[config.mk]
export PLATFORM = sky130hd
export DESIGN_NAME = uart_core
export DESIGN_NICKNAME = d
export VERILOG_FILES = /design/src/rtl/uart_core.sv
export SDC_FILE = /design/constraint.sdc
export NUM_CORES = 1
export LEC_CHECK = 0
export ABC_AREA = 1
export CAP_MARGIN = 5
export CORE_MARGIN = 2
export CORE_UTILIZATION = 25
export CTS_BUF_LIST = sky130_fd_sc_hd__clkbuf_4
export DETAILED_ROUTE_END_ITERATION = 8
export GPL_TIMING_DRIVEN = 0
export SYNTH_ARGS = -nofsm -noshare
export SYNTH_HDL_FRONTEND = slang
export SYNTH_SLANG_ARGS = --single-unit
[constraint.sdc]
create_clock -name clk -period 1.82 [get_ports clk]
set_input_delay 0.364 -clock clk [delete_from_list [all_inputs] [get_ports clk]]
set_output_delay 0.364 -clock clk [all_outputs]
set_load 0.01 [all_outputs]
[src/rtl/uart_core.sv]
// uart_core: parametrised full-duplex UART.
// TX frames a latched word as start / data (LSB first) / optional parity / stop bits.
// RX synchronises the asynchronous line, rejects short start glitches, samples each
// bit mid-cell and pushes {data, parity_err, frame_err} into a small FIFO with a
// ready/valid pop port and a sticky overrun flag.
module uart_core #(
  parameter int CLK_RATE   = 9_600_000,
  parameter int BAUD_RATE  = 9600,
  parameter int DATA_BITS  = 8,
  parameter int PARITY     = 0,
  parameter int STOP_BITS  = 1,
  parameter int FIFO_DEPTH = 4
) (
  input  logic                 clk,
  input  logic                 reset,
  input  logic                 start,
  input  logic [DATA_BITS-1:0] tx_data,
  output logic                 tx,
  output logic                 tx_done,
  input  logic                 rx,
  output logic [DATA_BITS-1:0] rx_data,
  output logic                 rx_parity_err,
  output logic                 rx_frame_err,
  output logic                 rx_valid,
  input  logic                 rx_ready,
  output logic                 rx_overrun
);

  // Bit timing: one bit cell is TU clocks; the first RX sample lands half a cell in.
  localparam int TU   = CLK_RATE / BAUD_RATE;
  localparam int HALF = TU / 2;
  localparam int CW   = $clog2(TU + 1);
  localparam logic [CW-1:0] TU_LAST   = CW'(TU - 1);
  localparam logic [CW-1:0] HALF_LAST = CW'(HALF - 1);
  localparam logic [CW-1:0] CNT_ONE   = CW'(1);

  // Bit-within-state counters cover up to 8 data bits or 2 stop bits.
  localparam logic [3:0] LAST_DATA = 4'(DATA_BITS - 1);
  localparam logic [3:0] LAST_STOP = 4'(STOP_BITS - 1);

  // FIFO geometry: each entry is {data, parity_err, frame_err}.
  localparam int AW = (FIFO_DEPTH > 2) ? $clog2(FIFO_DEPTH) : 1;
  localparam int EW = DATA_BITS + 2;
  localparam logic [AW:0]   FIFO_FULL = (AW + 1)'(FIFO_DEPTH);
  localparam logic [AW-1:0] PTR_ONE   = AW'(1);
  localparam logic [AW:0]   CNT1_FIFO = (AW + 1)'(1);

  typedef enum logic [2:0] {
    S_IDLE   = 3'd0,
    S_START  = 3'd1,
    S_DATA   = 3'd2,
    S_PARITY = 3'd3,
    S_STOP   = 3'd4
  } state_t;

  // ---------------------------------------------------------------------------
  // Transmitter
  // ---------------------------------------------------------------------------
  state_t                 r_tx_state;
  state_t                 w_tx_state_next;
  logic [CW-1:0]          r_tx_cnt;
  logic [3:0]             r_tx_bit;
  logic [DATA_BITS-1:0]   r_tx_shift;
  logic                   r_tx_par;
  logic                   r_prev_start;
  logic                   w_tx_accept;
  logic                   w_tx_bit_end;
  logic                   w_tx_par_calc;

  // Only a rising edge of start seen while idle launches a frame.
  assign w_tx_accept   = (r_tx_state == S_IDLE) && start && !r_prev_start;
  assign w_tx_bit_end  = (r_tx_cnt == TU_LAST);
  // Odd parity inverts the data XOR so the total count of ones is odd.
  assign w_tx_par_calc = (PARITY == 1) ? ~(^tx_data) : (^tx_data);

  // TX state register.
  always_ff @(posedge clk) begin
    if (reset) begin
      r_tx_state <= S_IDLE;
    end else begin
      r_tx_state <= w_tx_state_next;
    end
  end

  // TX next-state: every state lasts whole bit cells.
  always_comb begin
    w_tx_state_next = r_tx_state;
    case (r_tx_state)
      S_IDLE: begin
        if (w_tx_accept) w_tx_state_next = S_START;
      end
      S_START: begin
        if (w_tx_bit_end) w_tx_state_next = S_DATA;
      end
      S_DATA: begin
        if (w_tx_bit_end && (r_tx_bit == LAST_DATA))
          w_tx_state_next = (PARITY != 0) ? S_PARITY : S_STOP;
      end
      S_PARITY: begin
        if (w_tx_bit_end) w_tx_state_next = S_STOP;
      end
      S_STOP: begin
        if (w_tx_bit_end && (r_tx_bit == LAST_STOP)) w_tx_state_next = S_IDLE;
      end
      default: w_tx_state_next = S_IDLE;
    endcase
  end

  // TX outputs decoded from state so tx falls on the accepting edge.
  always_comb begin
    tx      = 1'b1;
    tx_done = 1'b0;
    case (r_tx_state)
      S_IDLE:   tx_done = 1'b1;
      S_START:  tx      = 1'b0;
      S_DATA:   tx      = r_tx_shift[0];
      S_PARITY: tx      = r_tx_par;
      default:  tx      = 1'b1;
    endcase
  end

  // TX datapath: word/parity latch at acceptance, bit-cell timer, shift register.
  always_ff @(posedge clk) begin
    if (reset) begin
      r_prev_start <= 1'b0;
      r_tx_cnt     <= '0;
      r_tx_bit     <= '0;
      r_tx_shift   <= '0;
      r_tx_par     <= 1'b0;
    end else begin
      r_prev_start <= start;
      if (r_tx_state == S_IDLE) begin
        r_tx_cnt <= '0;
        r_tx_bit <= '0;
        if (w_tx_accept) begin
          r_tx_shift <= tx_data;
          r_tx_par   <= w_tx_par_calc;
        end
      end else if (w_tx_bit_end) begin
        r_tx_cnt <= '0;
        r_tx_bit <= (w_tx_state_next != r_tx_state) ? 4'd0 : (r_tx_bit + 4'd1);
        if (r_tx_state == S_DATA) r_tx_shift <= r_tx_shift >> 1;
      end else begin
        r_tx_cnt <= r_tx_cnt + CNT_ONE;
      end
    end
  end

  // ---------------------------------------------------------------------------
  // Receiver
  // ---------------------------------------------------------------------------
  state_t                 r_rx_state;
  state_t                 w_rx_state_next;
  logic                   r_rx_s1;
  logic                   r_rx_s2;
  logic                   r_rx_prev;
  logic [CW-1:0]          r_rx_cnt;
  logic [3:0]             r_rx_bit;
  logic [DATA_BITS-1:0]   r_rx_shift;
  logic                   r_rx_pbit;
  logic                   r_rx_ferr;
  logic                   w_rx_line;
  logic                   w_rx_fall;
  logic                   w_rx_tick;
  logic                   w_rx_push;
  logic                   w_rx_par_calc;
  logic                   w_push_perr;
  logic                   w_push_ferr;
  logic [EW-1:0]          w_push_word;

  assign w_rx_line = r_rx_s2;
  assign w_rx_fall = r_rx_prev && !r_rx_s2;

  // Two-flop synchroniser plus one delay stage for falling-edge detection.
  always_ff @(posedge clk) begin
    if (reset) begin
      r_rx_s1   <= 1'b1;
      r_rx_s2   <= 1'b1;
      r_rx_prev <= 1'b1;
    end else begin
      r_rx_s1   <= rx;
      r_rx_s2   <= r_rx_s1;
      r_rx_prev <= r_rx_s2;
    end
  end

  // RX state register.
  always_ff @(posedge clk) begin
    if (reset) begin
      r_rx_state <= S_IDLE;
    end else begin
      r_rx_state <= w_rx_state_next;
    end
  end

  // RX next-state: a start bit that is high at mid-cell is treated as a glitch.
  always_comb begin
    w_rx_state_next = r_rx_state;
    case (r_rx_state)
      S_IDLE: begin
        if (w_rx_fall) w_rx_state_next = S_START;
      end
      S_START: begin
        if (w_rx_tick) w_rx_state_next = w_rx_line ? S_IDLE : S_DATA;
      end
      S_DATA: begin
        if (w_rx_tick && (r_rx_bit == LAST_DATA))
          w_rx_state_next = (PARITY != 0) ? S_PARITY : S_STOP;
      end
      S_PARITY: begin
        if (w_rx_tick) w_rx_state_next = S_STOP;
      end
      S_STOP: begin
        if (w_rx_tick && (r_rx_bit == LAST_STOP)) w_rx_state_next = S_IDLE;
      end
      default: w_rx_state_next = S_IDLE;
    endcase
  end

  // RX outputs: sample strobe and the push on the final stop-bit sample.
  always_comb begin
    w_rx_tick = 1'b0;
    case (r_rx_state)
      S_START:                  w_rx_tick = (r_rx_cnt == HALF_LAST);
      S_DATA, S_PARITY, S_STOP: w_rx_tick = (r_rx_cnt == TU_LAST);
      default:                  w_rx_tick = 1'b0;
    endcase
    w_rx_push = (r_rx_state == S_STOP) && w_rx_tick && (r_rx_bit == LAST_STOP);
  end

  // RX datapath: sample timer, LSB-first assembly, parity bit and stop-bit errors.
  always_ff @(posedge clk) begin
    if (reset) begin
      r_rx_cnt   <= '0;
      r_rx_bit   <= '0;
      r_rx_shift <= '0;
      r_rx_pbit  <= 1'b0;
      r_rx_ferr  <= 1'b0;
    end else if (r_rx_state == S_IDLE) begin
      r_rx_cnt  <= '0;
      r_rx_bit  <= '0;
      r_rx_ferr <= 1'b0;
    end else if (w_rx_tick) begin
      r_rx_cnt <= '0;
      r_rx_bit <= (w_rx_state_next != r_rx_state) ? 4'd0 : (r_rx_bit + 4'd1);
      case (r_rx_state)
        S_DATA:   r_rx_shift <= {w_rx_line, r_rx_shift[DATA_BITS-1:1]};
        S_PARITY: r_rx_pbit  <= w_rx_line;
        S_STOP:   r_rx_ferr  <= r_rx_ferr | ~w_rx_line;
        default:  ;
      endcase
    end else begin
      r_rx_cnt <= r_rx_cnt + CNT_ONE;
    end
  end

  // The last stop sample is folded in combinationally so the push needs no extra cycle.
  assign w_rx_par_calc = ^{r_rx_shift, r_rx_pbit};
  assign w_push_perr   = (PARITY == 1) ? ~w_rx_par_calc :
                         (PARITY == 2) ?  w_rx_par_calc : 1'b0;
  assign w_push_ferr   = r_rx_ferr | ~w_rx_line;
  assign w_push_word   = {r_rx_shift, w_push_perr, w_push_ferr};

  // ---------------------------------------------------------------------------
  // Receive FIFO
  // ---------------------------------------------------------------------------
  logic [EW-1:0]  r_fifo_mem [FIFO_DEPTH];
  logic [AW-1:0]  r_wr_ptr;
  logic [AW-1:0]  r_rd_ptr;
  logic [AW:0]    r_count;
  logic           r_overrun;
  logic           w_fifo_full;
  logic           w_pop;
  logic           w_wr;
  logic [EW-1:0]  w_head;

  assign w_fifo_full = (r_count == FIFO_FULL);
  assign rx_valid    = (r_count != '0);
  assign w_pop       = rx_ready && rx_valid;
  // A pop in the same cycle frees the slot a push into a full FIFO needs.
  assign w_wr        = w_rx_push && (!w_fifo_full || w_pop);

  // FIFO storage write.
  always_ff @(posedge clk) begin
    if (w_wr) r_fifo_mem[r_wr_ptr] <= w_push_word;
  end

  // FIFO pointers, occupancy and the sticky overrun flag.
  always_ff @(posedge clk) begin
    if (reset) begin
      r_wr_ptr  <= '0;
      r_rd_ptr  <= '0;
      r_count   <= '0;
      r_overrun <= 1'b0;
    end else begin
      if (w_wr)  r_wr_ptr <= r_wr_ptr + PTR_ONE;
      if (w_pop) r_rd_ptr <= r_rd_ptr + PTR_ONE;
      case ({w_wr, w_pop})
        2'b10:   r_count <= r_count + CNT1_FIFO;
        2'b01:   r_count <= r_count - CNT1_FIFO;
        default: ;
      endcase
      if (w_rx_push && w_fifo_full && !w_pop) r_overrun <= 1'b1;
    end
  end

  // Head outputs read zero while the FIFO is empty.
  assign w_head        = r_fifo_mem[r_rd_ptr];
  assign rx_data       = rx_valid ? w_head[EW-1:2] : '0;
  assign rx_parity_err = rx_valid ? w_head[1] : 1'b0;
  assign rx_frame_err  = rx_valid ? w_head[0] : 1'b0;
  assign rx_overrun    = r_overrun;

endmodule

Word level (Yosys, flattened, before mapping)
Memory sizes are Yosys's and may differ from the RTL's. A register that Yosys moved wholly into a read port is not among the register bits.
Cells that the tools add are included.

word-level totals
  bits in registers = 64
  bits in writable memories = 36
  bits of input ports = 13
  output and inout port bits = 14
  word-level logic and storage cells = 115
  memories = 1

cells by class
  add/subtract/negate cells = 8
  equal/unequal tests = 19
  mux-type cells = 30
  bitwise logic cells = 3
  reduce and logical (&&, ||, !) cells = 36

memories
  memory      depth  bits a word  read ports  clocked after Yosys merged registers in  wr ports  RTL line  text
  r_fifo_mem  4      9            1           1                                        1         267       logic [EW-1:0] r_fifo_mem [FIFO_DEPTH];

operator list
  operator                                               count
  two-way mux 8 bit                                      5
  two-way mux 3 bit                                      10
  one-hot mux 3 bit (5 select lines)                     2
  adder 10 x 1 -> 10 bit (second input constant)         2
  equality test 10 bit (second input constant)           2
  logical AND 1 bit                                      13
  equality test 3 x 2 -> 1 bit (second input constant)   4
  equality test 10 x 9 -> 1 bit (second input constant)  1
  equality test 3 bit (second input constant)            3
  OR reduction 3 bit                                     3
  adder 4 x 1 -> 4 bit (second input constant)           2
  equality test 4 x 3 -> 1 bit (second input constant)   2
  logical NOT 4 bit                                      2
  two-way mux 4 bit                                      2
  parity 8 bit                                           1
  equality test 3 x 1 -> 1 bit (second input constant)   2
  logical NOT 3 bit                                      2
  two-way mux 2 bit                                      3
  inequality test 3 bit                                  2
  one-hot mux 3 bit (2 select lines)                     1
  AND reduction 3 bit                                    2
  nonzero test 2 bit                                     3
  two-way mux 1 bit                                      5
  adder 2 x 1 -> 2 bit (second input constant)           2
  14 further kinds                                       20

Logic depth before layout (Yosys ltp)
Gate-level depths: netlist of run 1.

  depth after elaboration = 8
  depth in mapped cells = 15
  depth with buffers taken out = 15

Worst setup path after synthesis of run 1
No wires, ideal clock.

  path kind = reg-to-reg
  from = register r_rx_cnt[0]
  to = memory r_fifo_mem[0][0] in the netlist's numbering (enable)
  setup time = 0.374 ns
  arrival = 1.585 ns
  data required time = 1.446 ns
  slack = -0.140 ns
  stages on the path, launching flop included = 8
  path buffers = 0
  period minus slack after synthesis = 1.960 ns
  cell sequence = dfxtp_1 ha_1 nand4_1 nor2_1 nand3_4 inv_4 nand4_4 nor2_1

on the way
  word-level cells in the longest chain between the ends = 7
  elaborated cells between the ends (all ways) = 8
  those cells by class = 2 x eq/ne; 3 x mux; 3 x reduce/logical

ends and longest elaborated chain
  what                                                                          RTL line  text
  from (decl)                                                                   157       logic [CW-1:0] r_rx_cnt;
  from (signal assigned)                                                        253       r_rx_cnt <= r_rx_cnt + CNT_ONE;
  equality test 10 bit / equality test 10 x 9 -> 1 bit (equally long branches)  225, 224
  one-hot mux 1 bit (2 select lines) (*)                                        223       case (r_rx_state)
  logical AND 1 bit (*) (2 in series)                                           228       w_rx_push = (r_rx_state == S_STOP) && w_rx_tick && (r_rx_bit == LAST_STOP);
  logical AND 1 bit (*)                                                         281       assign w_wr = w_rx_push && (!w_fifo_full || w_pop);
  two-way mux 1 bit (*)                                                         285       if (w_wr) r_fifo_mem[r_wr_ptr] <= w_push_word;
  two-way mux 1 bit (not written as such) (*)                                   285
  to (decl)                                                                     267

Mark *: on every way between the ends. The rest lies on a longest branch, timed or not.

==> implementation parameters, run 1 <==
Parameter                              Value

Floorplanning
  Initial Util    25.7%
  Total Die Area    19700 um^2
  I/O pin count    27
  Area of the core    18100 um^2
  Chip Width    141 um
  Total number of placement rows    49
  Die Height    141 um

Clock network
  Clock transition at path regs    0.15 ns
  Maximum number of buffers from clock root to sink    2
  TritonCTS clock tree    done
  CTS sink count    102
  Clk_lat worst skew    0.48 ns
  Number of clock buffers inserted by TritonCTS    9
  Buffer cell driving the clock tree root    clkbuf_4
  Number of levels the H-tree was split into    3

Timing
  Hold_ws    0.426 ns
  Final number of hold-violating endpoints    0
  Min setup slack post-route    -0.138 ns
  RSZ-0062 raised after global routing    yes
  Fin crit share    108%
  Maximum clock frequency    511 MHz
  Post-layout minimum cycle time    1.96 ns
  Largest clock skew in the final design    0.0238 ns
  Remaining max-slew budget at the tightest pin    64.3%
  Measured slew at the worst slew-check pin    0.535 ns
  Final max-slew violation count    0
  Number of setup violations in the final report    48
  TNS Setup    -2.55 ns

Setup path
  Startpoint of the worst-slack reg-to-reg timing path    r_rx_cnt[1]
  Crit Path Max Fanout    5
  Slowest stage delay, CP    0.45 ns
  Buf/Inv on CP    2
  Cells traversed along the worst timing path    clkbuf_16 -> nor2_1 -> nor2_1 -> o21ai_1 -> a21oi_2 -> buf_2
  Depth of the most critical reg-to-reg path    10
  Worst reg2reg endpoint    r_count[1]
  Critical path start-end classification    reg2out
  Data required, critical path    1.46 ns
  Most common cell type on the critical path    nor2_1
  Startpoint class of the critical path    flip-flop
  Data arrival at the endpoint of the critical path    1.59 ns
  Cell family contributing the most delay on the critical path    flip-flops
  Nature of the critical path endpoint    output pin
  Crit path max-delay cell type    dfxtp_4
  Setup slack on the worst flop-to-flop path    -0.08 ns

Place
  Final HPWL from detailed placement    6610 um
  Final weighted congestion in routability-driven placement    0.780
  Total of buffers placed on input and output ports    25

Route
  1st-pass router iterations    4
  Iteration-0 DRC count of the detailed router    140
  Routed wirelength normalized by instance count    11.6 um
  ANT nets after route    0
  Via density per instance    4.41
  Total wirelength of the detailed-routed design    10200 um
  Remaining DRCs    0
  Number of vias after detailed routing    3867

Layout
  Layout overhead on the synthesized area    32.4%
  Net count, final    667
  Share of final-layout standard cells stronger than drive strength 1    28.5%
  Number of diodes added for antenna fixing    0
  Filler cell count    1900

Logic synthesis
  Synth cell types    41
  Area of the mapped netlist    4660 um^2
  Mapped Nets    577
  Syn. warnings    0
  Asr flop ratio synth    0%
  Number of flops mapped to enable cells by yosys    36
  Mapped Avg Cell Area    8.42 um^2
  Predominant post-synthesis flop cell    dfxtp_1
  Post-synthesis sequential area ratio    51.6%
  Gate count after technology mapping    553
  Yosys reg bits    102

Min path
  Worst min-delay path endpoint    r_rx_s2
  Number of instances on the worst hold path    1
  Worst min-delay path class    reg2reg
  Start point of the worst min-delay path    r_rx_s1

Power
  PwrDens    841 nW/um^2
  Flop pwr share    48.8%
  Peak VDD IR    413 uV
  Pint    3.41 mW
  Portion of total power attributed to the clock network    21.4%
  Final Power    5.19 mW
  Sw Pwr    1.78 mW
  Switching share of power    34.3%
  Standby leakage power    2.34 nW
  Combinational Power Share    29.8%

Global route
  Number of antenna violations at the first check in global routing    0
  Total global-route track usage    10.3%
  Largest net degree at the start of global routing    20
  Global-route wire length before repair    16800 um
  Remaining Overflow, GRT    0
  Number of global-route vias before repair    3609

Outcome
  Result of the run    finished, violations left
  Violations in the final reports    setup timing

Run
  MaxCap Viol Count    0
## cells in the mapped netlist, types with 2 or more instances
cell type,number,area share (%)
a21oi_1,44,4.7
a21oi_2,2,0.38
a31oi_1,8,1.1
buf_2,2,0.21
buf_4,2,0.32
buf_6,2,0.48
clkbuf_1,7,0.56
clkinv_2,2,0.21
dfxtp_1,66,28
edfxtp_1,36,23
ha_1,10,2.7
inv_1,65,5.2
inv_2,3,0.24
nand2_1,72,5.8
nand2_2,9,1.2
nand3_1,27,2.9
nand3_2,3,0.64
nand3b_1,2,0.32
nand4_1,8,1.1
nor2_1,88,7.1
nor2_2,2,0.27
nor3_1,12,1.3
nor3_2,3,0.64
o211ai_1,3,0.48
o21a_1,2,0.32
o21ai_0,42,4.5
o21ai_1,4,0.43
or2_2,3,0.40
xnor2_1,7,1.3
xor2_1,6,1.1
## worst reg2reg max path, delay by kind of cell (launching register included)
family          cells  cell delay, ns
simple gates        6            0.66
compound gates      1            0.13
fa+ha+maj           2            0.56
buf+inv             1            0.09
flops               1            0.39
## how the worst max path moves through the flow
| stage | slack [ns] | cells after the start | endpoint | from |
|---|---|---|---|---|
| 6_report | -0.14 | 6 | rx_data[2] | flip-flop |
| 5_1_grt | -0.25 | 6 | rx_data[2] | flip-flop |
| 4_1_cts | -0.18 | 6 | rx_data[2] | flip-flop |
| 3_5_place_dp | -0.73 | 7 | rx_data[2] | flip-flop |
| 3_3_place_gp | -0.71 | 7 | rx_data[2] | flip-flop |
| 2_1_floorplan | -0.08 | 7 | r_fifo_mem[0][0] | r_rx_cnt[1] |
## power by group through the flow
stage | Sequential, mW | Combinational (mW) | Clock [mW]
6_report | 2.53 | 1.55 | 1.11
5_1_grt | 2.55 | 1.72 | 1.24
4_1_cts | 2.52 | 1.42 | 1.17
3_5_place_dp | 2.53 | 1.36 | 0
3_3_place_gp | 2.53 | 1.35 | 0
2_1_floorplan | 2.52 | 0.771 | 0
## through the flow
stage                     util (%)  cells  worst slack [ns]  instance area (um^2)
after floorplan                  -    553           -0.0776                  4670
after global placement        28.7    807            -0.711                  5200
after detailed placement      28.7    807            -0.729                  5200
after CTS                     31.7    851            -0.175                  5750
after global routing          34.0    877            -0.245                  6170
final                         34.0    877            -0.138                  6170
## cells in the final DEF (no fill, tap or decap), drive strengths merged, types with 15 or more instances in the layout
master,n
nor2,91
nand2,81
inv,73
buf,71
dfxtp,66
o21ai,47
a21oi,46
edfxtp,36
nand3,31
clkbuf,16
nor3,15
## cells by family after synthesis
group                    count (synthesis)  share of synthesized area, %
adder cells (fa/ha/maj)                 11                          3.12
AND/OR/NAND/NOR                        234                          23.0
buffers and inverters                   85                          7.49
XOR/XNOR                                13                          2.44
other                                    1                        0.0805
flip-flops                             102                          51.6
AO/OA/AOI/OAI                          107                          12.3
## metal layers
| layer | wire [um] | global-route usage (%) |
|---|---|---|
| met5 | 0 | 0 |
| met4 | 135 | 2.47 |
| met3 | 407 | 2.70 |
| met2 | 4800 | 17.2 |
| met1 | 4840 | 13.4 |
## registers in the layout, summed over array words and instances, names as in the netlist, 2 cells and up, named ones only
| register | count |
|---|---|
| r_count | 3 |
| r_fifo_mem | 36 |
| r_rd_ptr | 2 |
| r_rx_bit | 4 |
| r_rx_cnt | 10 |
| r_rx_shift | 8 |
| r_rx_state | 3 |
| r_tx_bit | 4 |
| r_tx_cnt | 10 |
| r_tx_shift | 8 |
| r_tx_state | 3 |
| r_wr_ptr | 2 |
## layout make-up
type	instances	area, um^2	area share [%]
repair buffers	80	709	11.5
multi-input cells	367	2220	35.9
clock inverters	6	53.8	0.872
plain buffers	11	101	1.64
inverters	72	295	4.79
clock buffers	10	75.1	1.22
well taps	229	287	4.65
flip-flops and latches	102	2430	39.4
## repair_timing
action,CTS,global route
gates resized for setup,119,64
hold buffers,0,0
buffers inserted,29,27
gates cloned,2,0
pin swaps,33,39
setup endpoints to repair,59,90
hold endpoints to repair,0,0
(Power assumes the default switching activity.)
==> run 2: changes to the inputs <==
Settings changed: CTS_BUF_LIST sky130_fd_sc_hd__clkbuf_4 to unset, SLEW_MARGIN set to 20.
==> run 2 against run 1 <==
Against the previous run: the flow still finishes with violations (setup timing); die area unchanged; largest cell class unchanged; sequential share of layout area decreased by 0.66 points; clock skew decreased by 0.015 ns; largest power group unchanged; total power increased by 19%.
==> implementation parameters, run 2 (synthesis results as in run 1) <==
Parameter                              Value

Outcome
  Result of the run    finished, violations left (unchanged)
  Violations in the final reports    setup timing (unchanged)

Layout
  Share of final-layout standard cells stronger than drive strength 1    27.9% (was 28.5%)
  Number of diodes added for antenna fixing    0 (unchanged)
  Area taken by multi-input logic gates    2190 um^2 (was 2220 um^2)
  FF/Latch Area    2430 um^2 (about the same)
  Layout overhead on the synthesized area    34.4% (was 32.4%)
  Net count, final    657 (was 667)
  Most common library cell in the layout ignoring fill and taps    nor2_1 (unchanged)
  Filler cell count    1883 (was 1900)
  Most flops, register    r_fifo_mem (unchanged)
  Max FFs per register    36 (unchanged)
  Largest regs    r_fifo_mem: 36 flops, r_rx_cnt: 10 flops, r_tx_cnt: 10 flops (unchanged)
  Commonest non-fill, non-tap cells in the layout    73 x nor2_1, 66 x nand2_1, 58 x inv_1 (was 72 x nor2_1, 66 x nand2_1, 61 x inv_1)

Power
  Final Power    6.16 mW (was 5.19 mW)
  Standby leakage power    2.32 nW (was 2.34 nW)
  Peak VDD IR    518 uV (was 413 uV)
  PwrDens    984 nW/um^2 (was 841 nW/um^2)

Timing
  Remaining max-slew budget at the tightest pin    64.9% (was 64.3%)
  Post-layout minimum cycle time    1.88 ns (was 1.96 ns)
  RSZ-0062 raised after global routing    yes (unchanged)
  Largest clock skew in the final design    0.00928 ns (was 0.0238 ns)
  Fin crit share    103% (was 108%)
  Maximum clock frequency    532 MHz (was 511 MHz)
  Min setup slack post-route    -0.0604 ns (was -0.138 ns)
  Measured slew at the worst slew-check pin    0.526 ns (was 0.535 ns)
  Final number of hold-violating endpoints    0 (unchanged)
  Final max-slew violation count    0 (unchanged)
  Number of setup violations in the final report    5 (was 48)

Global route
  Largest net degree at the start of global routing    20 (unchanged)
  Global-route wire length before repair    16500 um (was 16800 um)
  Total global-route track usage    10.1% (was 10.3%)
  Remaining Overflow, GRT    0 (unchanged)
  Number of antenna violations at the first check in global routing    0 (unchanged)
  Number of global-route vias before repair    3548 (was 3609)

Min path
  Start point of the worst min-delay path    r_rx_s1 (unchanged)
  Worst min-delay path endpoint    r_rx_s2 (unchanged)
  Worst min-delay path class    reg2reg (unchanged)
  Number of instances on the worst hold path    1 (unchanged)

Clock network
  Maximum number of buffers from clock root to sink    2 (unchanged)
  Hold_buf cts    0 (unchanged)
  CTS sink count    102 (unchanged)
  Clock transition at path regs    0.07 ns (was 0.15 ns)
  Number of clock buffers inserted by TritonCTS    9 (unchanged)
  Number of levels the H-tree was split into    3 (unchanged)
  TritonCTS clock tree    done (unchanged)
  Buffer cell driving the clock tree root    clkbuf_16 (was clkbuf_4)
  Clk_lat worst skew    0.35 ns (was 0.48 ns)

Route
  Routed wirelength normalized by instance count    11.6 um (about the same)
  Total wirelength of the detailed-routed design    10000 um (was 10200 um)
  Via density per instance    4.38 (was 4.41)
  1st-pass router iterations    4 (unchanged)
  Remaining DRCs    0 (unchanged)
  Number of vias after detailed routing    3799 (was 3867)
  ANT nets after route    0 (unchanged)
  Iteration-0 DRC count of the detailed router    170 (was 140)

Floorplanning
  Chip Width    141 um (unchanged)
  Total number of placement rows    49 (unchanged)
  Initial Util    25.7% (unchanged)
  Total Die Area    19700 um^2 (unchanged)
  Area of the core    18100 um^2 (unchanged)
  I/O pin count    27 (unchanged)
  Die Height    141 um (unchanged)

Setup path
  Critical path start-end classification    reg2out (unchanged)
  Nature of the critical path endpoint    output pin (unchanged)
  Setup slack on the worst flop-to-flop path    -0.04 ns (was -0.08 ns)
  Depth of the most critical reg-to-reg path    10 (unchanged)
  Startpoint class of the critical path    flip-flop (unchanged)
  Crit Path Max Fanout    5 (unchanged)
  Data arrival at the endpoint of the critical path    1.52 ns (was 1.59 ns)
  Data required, critical path    1.46 ns (about the same)
  Worst reg2reg endpoint    r_count[1] (unchanged)
  Startpoint of the worst-slack reg-to-reg timing path    r_rx_cnt[1] (unchanged)

Place
  Total of buffers placed on input and output ports    25 (unchanged)
  Post-Place Setup Slack    -0.729 ns (unchanged)
  Final weighted congestion in routability-driven placement    0.780 (unchanged)
  Final HPWL from detailed placement    6610 um (unchanged)

Run
  MaxCap Viol Count    0 (unchanged)
run 2: cell count changes in the layout (fill, tap and decap cells not counted), sizes merged, moves of 2 or more:
| cell | before | now |
|---|---|---|
| buf | 71 | 62 |
| clkbuf | 16 | 14 |
| clkinv | 4 | 6 |
| dlygate4sd2 | 0 | 2 |
| inv | 73 | 71 |
run 2: timing repair:
| action | 4_1_cts | 5_1_grt |
|---|---|---|
| hold endpoints to repair | 0 | 0 |
| cloned | 1 | 2 |
| pin swaps | 14 | 34 |
| resized for setup | 98 | 88 |
| endpoints found under the setup margin | 55 | 96 |
| buffers inserted | 19 | 28 |
run 2: area by class of cell:
cell class | count | share of cell area [%]
clock inverter | 6 | 0.859
timing repair inverter | 1 | 0.180
multi-input combinational | 366 | 35.0
clock buffer | 10 | 3.66
sequential | 102 | 38.7
buffer | 11 | 1.62
inverter | 72 | 4.88
tap | 229 | 4.58
timing repair buffer | 70 | 10.5
run 2: routing by layer:
metal  GRT usage [%]  share of wire (%)  wire, um  vias to the layer above
li1                -                  -         -                     1988
met1            13.3                 47      4720                     1760
met2            16.7                 49      4960                       49
met3            2.50                3.1       309                        2
met4            2.37               0.32        32                        0
met5               0                  0         0                        -
run 2: critical path, cell delays in order (launching register included):
cell	delay, ns
dfxtp_4	0.42
buf_6	0.12
buf_6	0.10
nor2_1	0.04
nor2_1	0.10
o21ai_1	0.08
a21oi_1	0.16
buf_2	0.16
run 2: where the power goes:
| part | switching [mW] | internal [mW] | total, mW |
|---|---|---|---|
| Clock | 0.871 | 0.953 | 1.82 |
| Combinational | 0.985 | 0.823 | 1.81 |
| Sequential | 0.0943 | 2.44 | 2.53 |
| Total | 1.95 | 4.21 | 6.16 |
run 2: worst max path at each step:
stage | start | endpoint | slack, ns
floorplan | r_rx_cnt[1] | r_fifo_mem[0][0] | -0.08
global placement | flip-flop | rx_data[2] | -0.71
detailed placement | flip-flop | rx_data[2] | -0.73
CTS | flip-flop | rx_data[2] | -0.11
global route | r_rx_cnt[1] | r_count[1] | -0.17
finish | flip-flop | rx_frame_err | -0.06
run 2: per-stage QoR:
stage          hold slack [ns]  instance area (um^2)  cells  utilization, %  setup TNS [ns]
4_1_cts                  0.409                  5800    841            32.0          -0.184
5_1_grt                  0.435                  6260    867            34.5           -3.90
3_5_place_dp             0.393                  5200    807            28.7          -32.69
3_3_place_gp             0.395                  5200    807            28.7          -32.09
6_report                 0.418                  6260    867            34.5          -0.144
2_1_floorplan            0.389                  4670    553               -           -2.79
==> run 3: changes to the inputs <==
Settings changed: CORE_ASPECT_RATIO set to 1.75.
==> run 3 against run 2 <==
Against the previous run: the run still ends with setup timing left; utilization fell by 1.0 points; final area fell by 1.5%; combinational power is 16% lower; clock power up 7%; fmax fell by 0.85%; wire length rose by 4.8%; count of clock-buffer cells in the layout shrank 1; non-clock buffer count down 9; critical path depth unchanged; total power fell by 2.7%.
==> implementation parameters, run 3 (synthesis results as in run 1) <==
Parameter                              Value

Setup path
  Data arrival at the endpoint of the critical path    1.53 ns (was 1.52 ns)
  Critical path start-end classification    reg2out (unchanged)
  Startpoint class of the critical path    flip-flop (unchanged)
  Startpoint of the worst-slack reg-to-reg timing path    r_rx_cnt[1] (unchanged)
  Depth of the most critical reg-to-reg path    10 (unchanged)
  Worst reg2reg endpoint    r_count[1] (unchanged)
  Nature of the critical path endpoint    output pin (unchanged)
  Setup slack on the worst flop-to-flop path    -0.02 ns (was -0.04 ns)
  Crit Path Max Fanout    6 (was 5)
  Slowest stage delay, CP    0.41 ns (was 0.42 ns)
  Most common cell type on the critical path    buf_6
  Data required, critical path    1.46 ns (about the same)
  Crit path max-delay cell type    dfxtp_4 (unchanged)
  Cells traversed along the worst timing path    buf_6 -> buf_6 -> nor2_4 -> nor2_2 -> o21ai_1 -> a21oi_1 -> buf_2 (was buf_6 -> buf_6 -> nor2_1 -> nor2_1 -> o21ai_1 -> a21oi_1 -> buf_2)

Global route
  Largest net degree at the start of global routing    22 (was 20)
  Number of global-route vias before repair    3724 (was 3548)
  Global-route wire length before repair    17000 um (was 16500 um)
  Remaining Overflow, GRT    0 (unchanged)
  Number of antenna violations at the first check in global routing    0 (unchanged)
  Total global-route track usage    10.9% (was 10.1%)

Outcome
  Result of the run    finished, violations left (unchanged)
  Violations in the final reports    setup timing (unchanged)

Layout
  Largest regs    r_fifo_mem: 36 flops, r_rx_cnt: 10 flops, r_tx_cnt: 10 flops (unchanged)
  Share of final-layout standard cells stronger than drive strength 1    26.0% (was 27.9%)
  Most common library cell in the layout ignoring fill and taps    nor2_1 (unchanged)
  Post-Route Utilization    33.5% (was 34.5%)
  Filler cell count    1859 (was 1883)
  Layout overhead on the synthesized area    32.4% (was 34.4%)
  Max FFs per register    36 (unchanged)
  FF/Latch Area    2430 um^2 (about the same)
  Area taken by multi-input logic gates    2170 um^2 (was 2190 um^2)
  Net count, final    647 (was 657)
  Most flops, register    r_fifo_mem (unchanged)
  Number of diodes added for antenna fixing    0 (unchanged)
  Commonest non-fill, non-tap cells in the layout    73 x nor2_1, 68 x nand2_1, 59 x inv_1 (was 73 x nor2_1, 66 x nand2_1, 58 x inv_1)

Place
  Final weighted congestion in routability-driven placement    0.778 (was 0.780)
  Final HPWL from detailed placement    7150 um (was 6610 um)
  Total of buffers placed on input and output ports    25 (unchanged)

Clock network
  CTS sink count    102 (unchanged)
  Clock transition at path regs    0.08 ns (was 0.07 ns)
  Maximum number of buffers from clock root to sink    2 (unchanged)
  Hold_buf cts    0 (unchanged)
  Buffer cell driving the clock tree root    clkbuf_16 (unchanged)
  Number of clock buffers inserted by TritonCTS    9 (unchanged)
  TritonCTS clock tree    done (unchanged)
  Clk_lat worst skew    0.36 ns (was 0.35 ns)
  Number of levels the H-tree was split into    3 (unchanged)

Timing
  Final number of hold-violating endpoints    0 (unchanged)
  Min setup slack post-route    -0.0765 ns (was -0.0604 ns)
  Largest clock skew in the final design    0.0108 ns (was 0.00928 ns)
  RSZ-0062 raised after global routing    yes (unchanged)
  Measured slew at the worst slew-check pin    0.631 ns (was 0.526 ns)
  TNS Setup    -0.361 ns (was -0.144 ns)
  Remaining max-slew budget at the tightest pin    57.8% (was 64.9%)
  Maximum clock frequency    527 MHz (was 532 MHz)
  Number of setup violations in the final report    18 (was 5)
  Final max-slew violation count    0 (unchanged)
  Post-layout minimum cycle time    1.90 ns (was 1.88 ns)
  Fin crit share    104% (was 103%)

Route
  Length of routed wiring on met1    3940 um (was 4720 um)
  Number of vias after detailed routing    3835 (was 3799)
  Wire length on met2    6160 um (was 4960 um)
  Total wirelength of the detailed-routed design    10500 um (was 10000 um)
  Metal3 WL    236 um (was 309 um)
  Routed wirelength normalized by instance count    12.1 um (was 11.6 um)
  ANT nets after route    0 (unchanged)
  1st-pass router iterations    5 (was 4)
  Top layer reached by signal wires    met4 (unchanged)
  Iteration-0 DRC count of the detailed router    214 (was 170)
  Via density per instance    4.43 (was 4.38)
  Remaining DRCs    0 (unchanged)

Floorplanning
  Chip Width    107 um (was 141 um)
  Total number of placement rows    66 (was 49)
  I/O pin count    27 (unchanged)
  Initial Util    25.3% (was 25.7%)
  Die Height    185 um (was 141 um)
  Area of the core    18400 um^2 (was 18100 um^2)
  Total Die Area    19800 um^2 (was 19700 um^2)

Min path
  Worst min-delay path endpoint    r_rx_s2 (unchanged)
  Worst min-delay path class    reg2reg (unchanged)
  Start point of the worst min-delay path    r_rx_s1 (unchanged)
  Number of instances on the worst hold path    1 (unchanged)

Power
  Final Power    6.00 mW (was 6.16 mW)
  PwrDens    972 nW/um^2 (was 984 nW/um^2)
  Standby leakage power    2.30 nW (was 2.32 nW)
  Peak VDD IR    524 uV (was 518 uV)

Run
  MaxCap Viol Count    0 (unchanged)
## run 3: cell count changes in the layout (fill, tap and decap cells not counted), moves of 3 or more
| cell | previous run | this run |
|---|---|---|
| buf_6 | 13 | 19 |
| buf_4 | 30 | 19 |
| buf_12 | 5 | 2 |
| o21ai_1 | 14 | 11 |
| o21ai_2 | 11 | 5 |
| o21ai_0 | 21 | 31 |
## run 3: worst max-delay path by stage
stage	startpoint	to	slack, ns	cells past startpoint
after floorplan	r_rx_cnt[1]	r_fifo_mem[0][0]	-0.08	7
after global placement	flip-flop	rx_frame_err	-0.78	7
after detailed placement	flip-flop	rx_frame_err	-0.82	6
after CTS	flip-flop	rx_frame_err	-0.20	6
after global routing	flip-flop	rx_data[7]	-0.16	7
final	flip-flop	rx_data[7]	-0.08	7
## run 3: per-stage QoR
stage               cells  worst slack [ns]  area, um^2  hold WS [ns]
floorplan             553           -0.0776        4670         0.389
global placement      816            -0.780        5220         0.395
detailed placement    816            -0.817        5220         0.407
CTS                   853            -0.197        5860         0.440
global route          866            -0.162        6170         0.454
finish                866           -0.0765        6170         0.432
## run 3: worst max-delay path: cells and delay by family, from the launching register on
family          cells  cell delay (ns)
buf+inv             3             0.40
compound gates      2             0.25
flops               1             0.41
simple gates        2             0.12
## run 3: layer usage
metal | GRT usage, % | up-vias
met5 | 0 | -
met3 | 1.94 | 12
li1 | - | 1965
met1 | 10.3 | 1807
met2 | 21.8 | 51
met4 | 5.09 | 0
## run 3: timing repair
| action | CTS | global route |
|---|---|---|
| setup endpoints to repair | 56 | 68 |
| buffers inserted | 23 | 13 |
| resized for setup | 101 | 68 |
| pin swaps | 15 | 25 |
## run 3: final cells by class
class                           count  area share [%]
Buffer                             11            1.80
Clock buffer                        9            3.65
Clock inverter                      7            1.42
Inverter                           72            4.66
Multi-Input combinational cell    366            35.2
Sequential cell                   102            39.4
Tap cell                          238            4.83
Timing Repair Buffer               61            9.02
## run 3: report_power, final
part	total, mW	internal (mW)	switching (mW)
registers	2.53	2.44	0.0940
logic	1.52	0.649	0.868
clock network	1.95	0.985	0.967
total	6.00	4.07	1.93
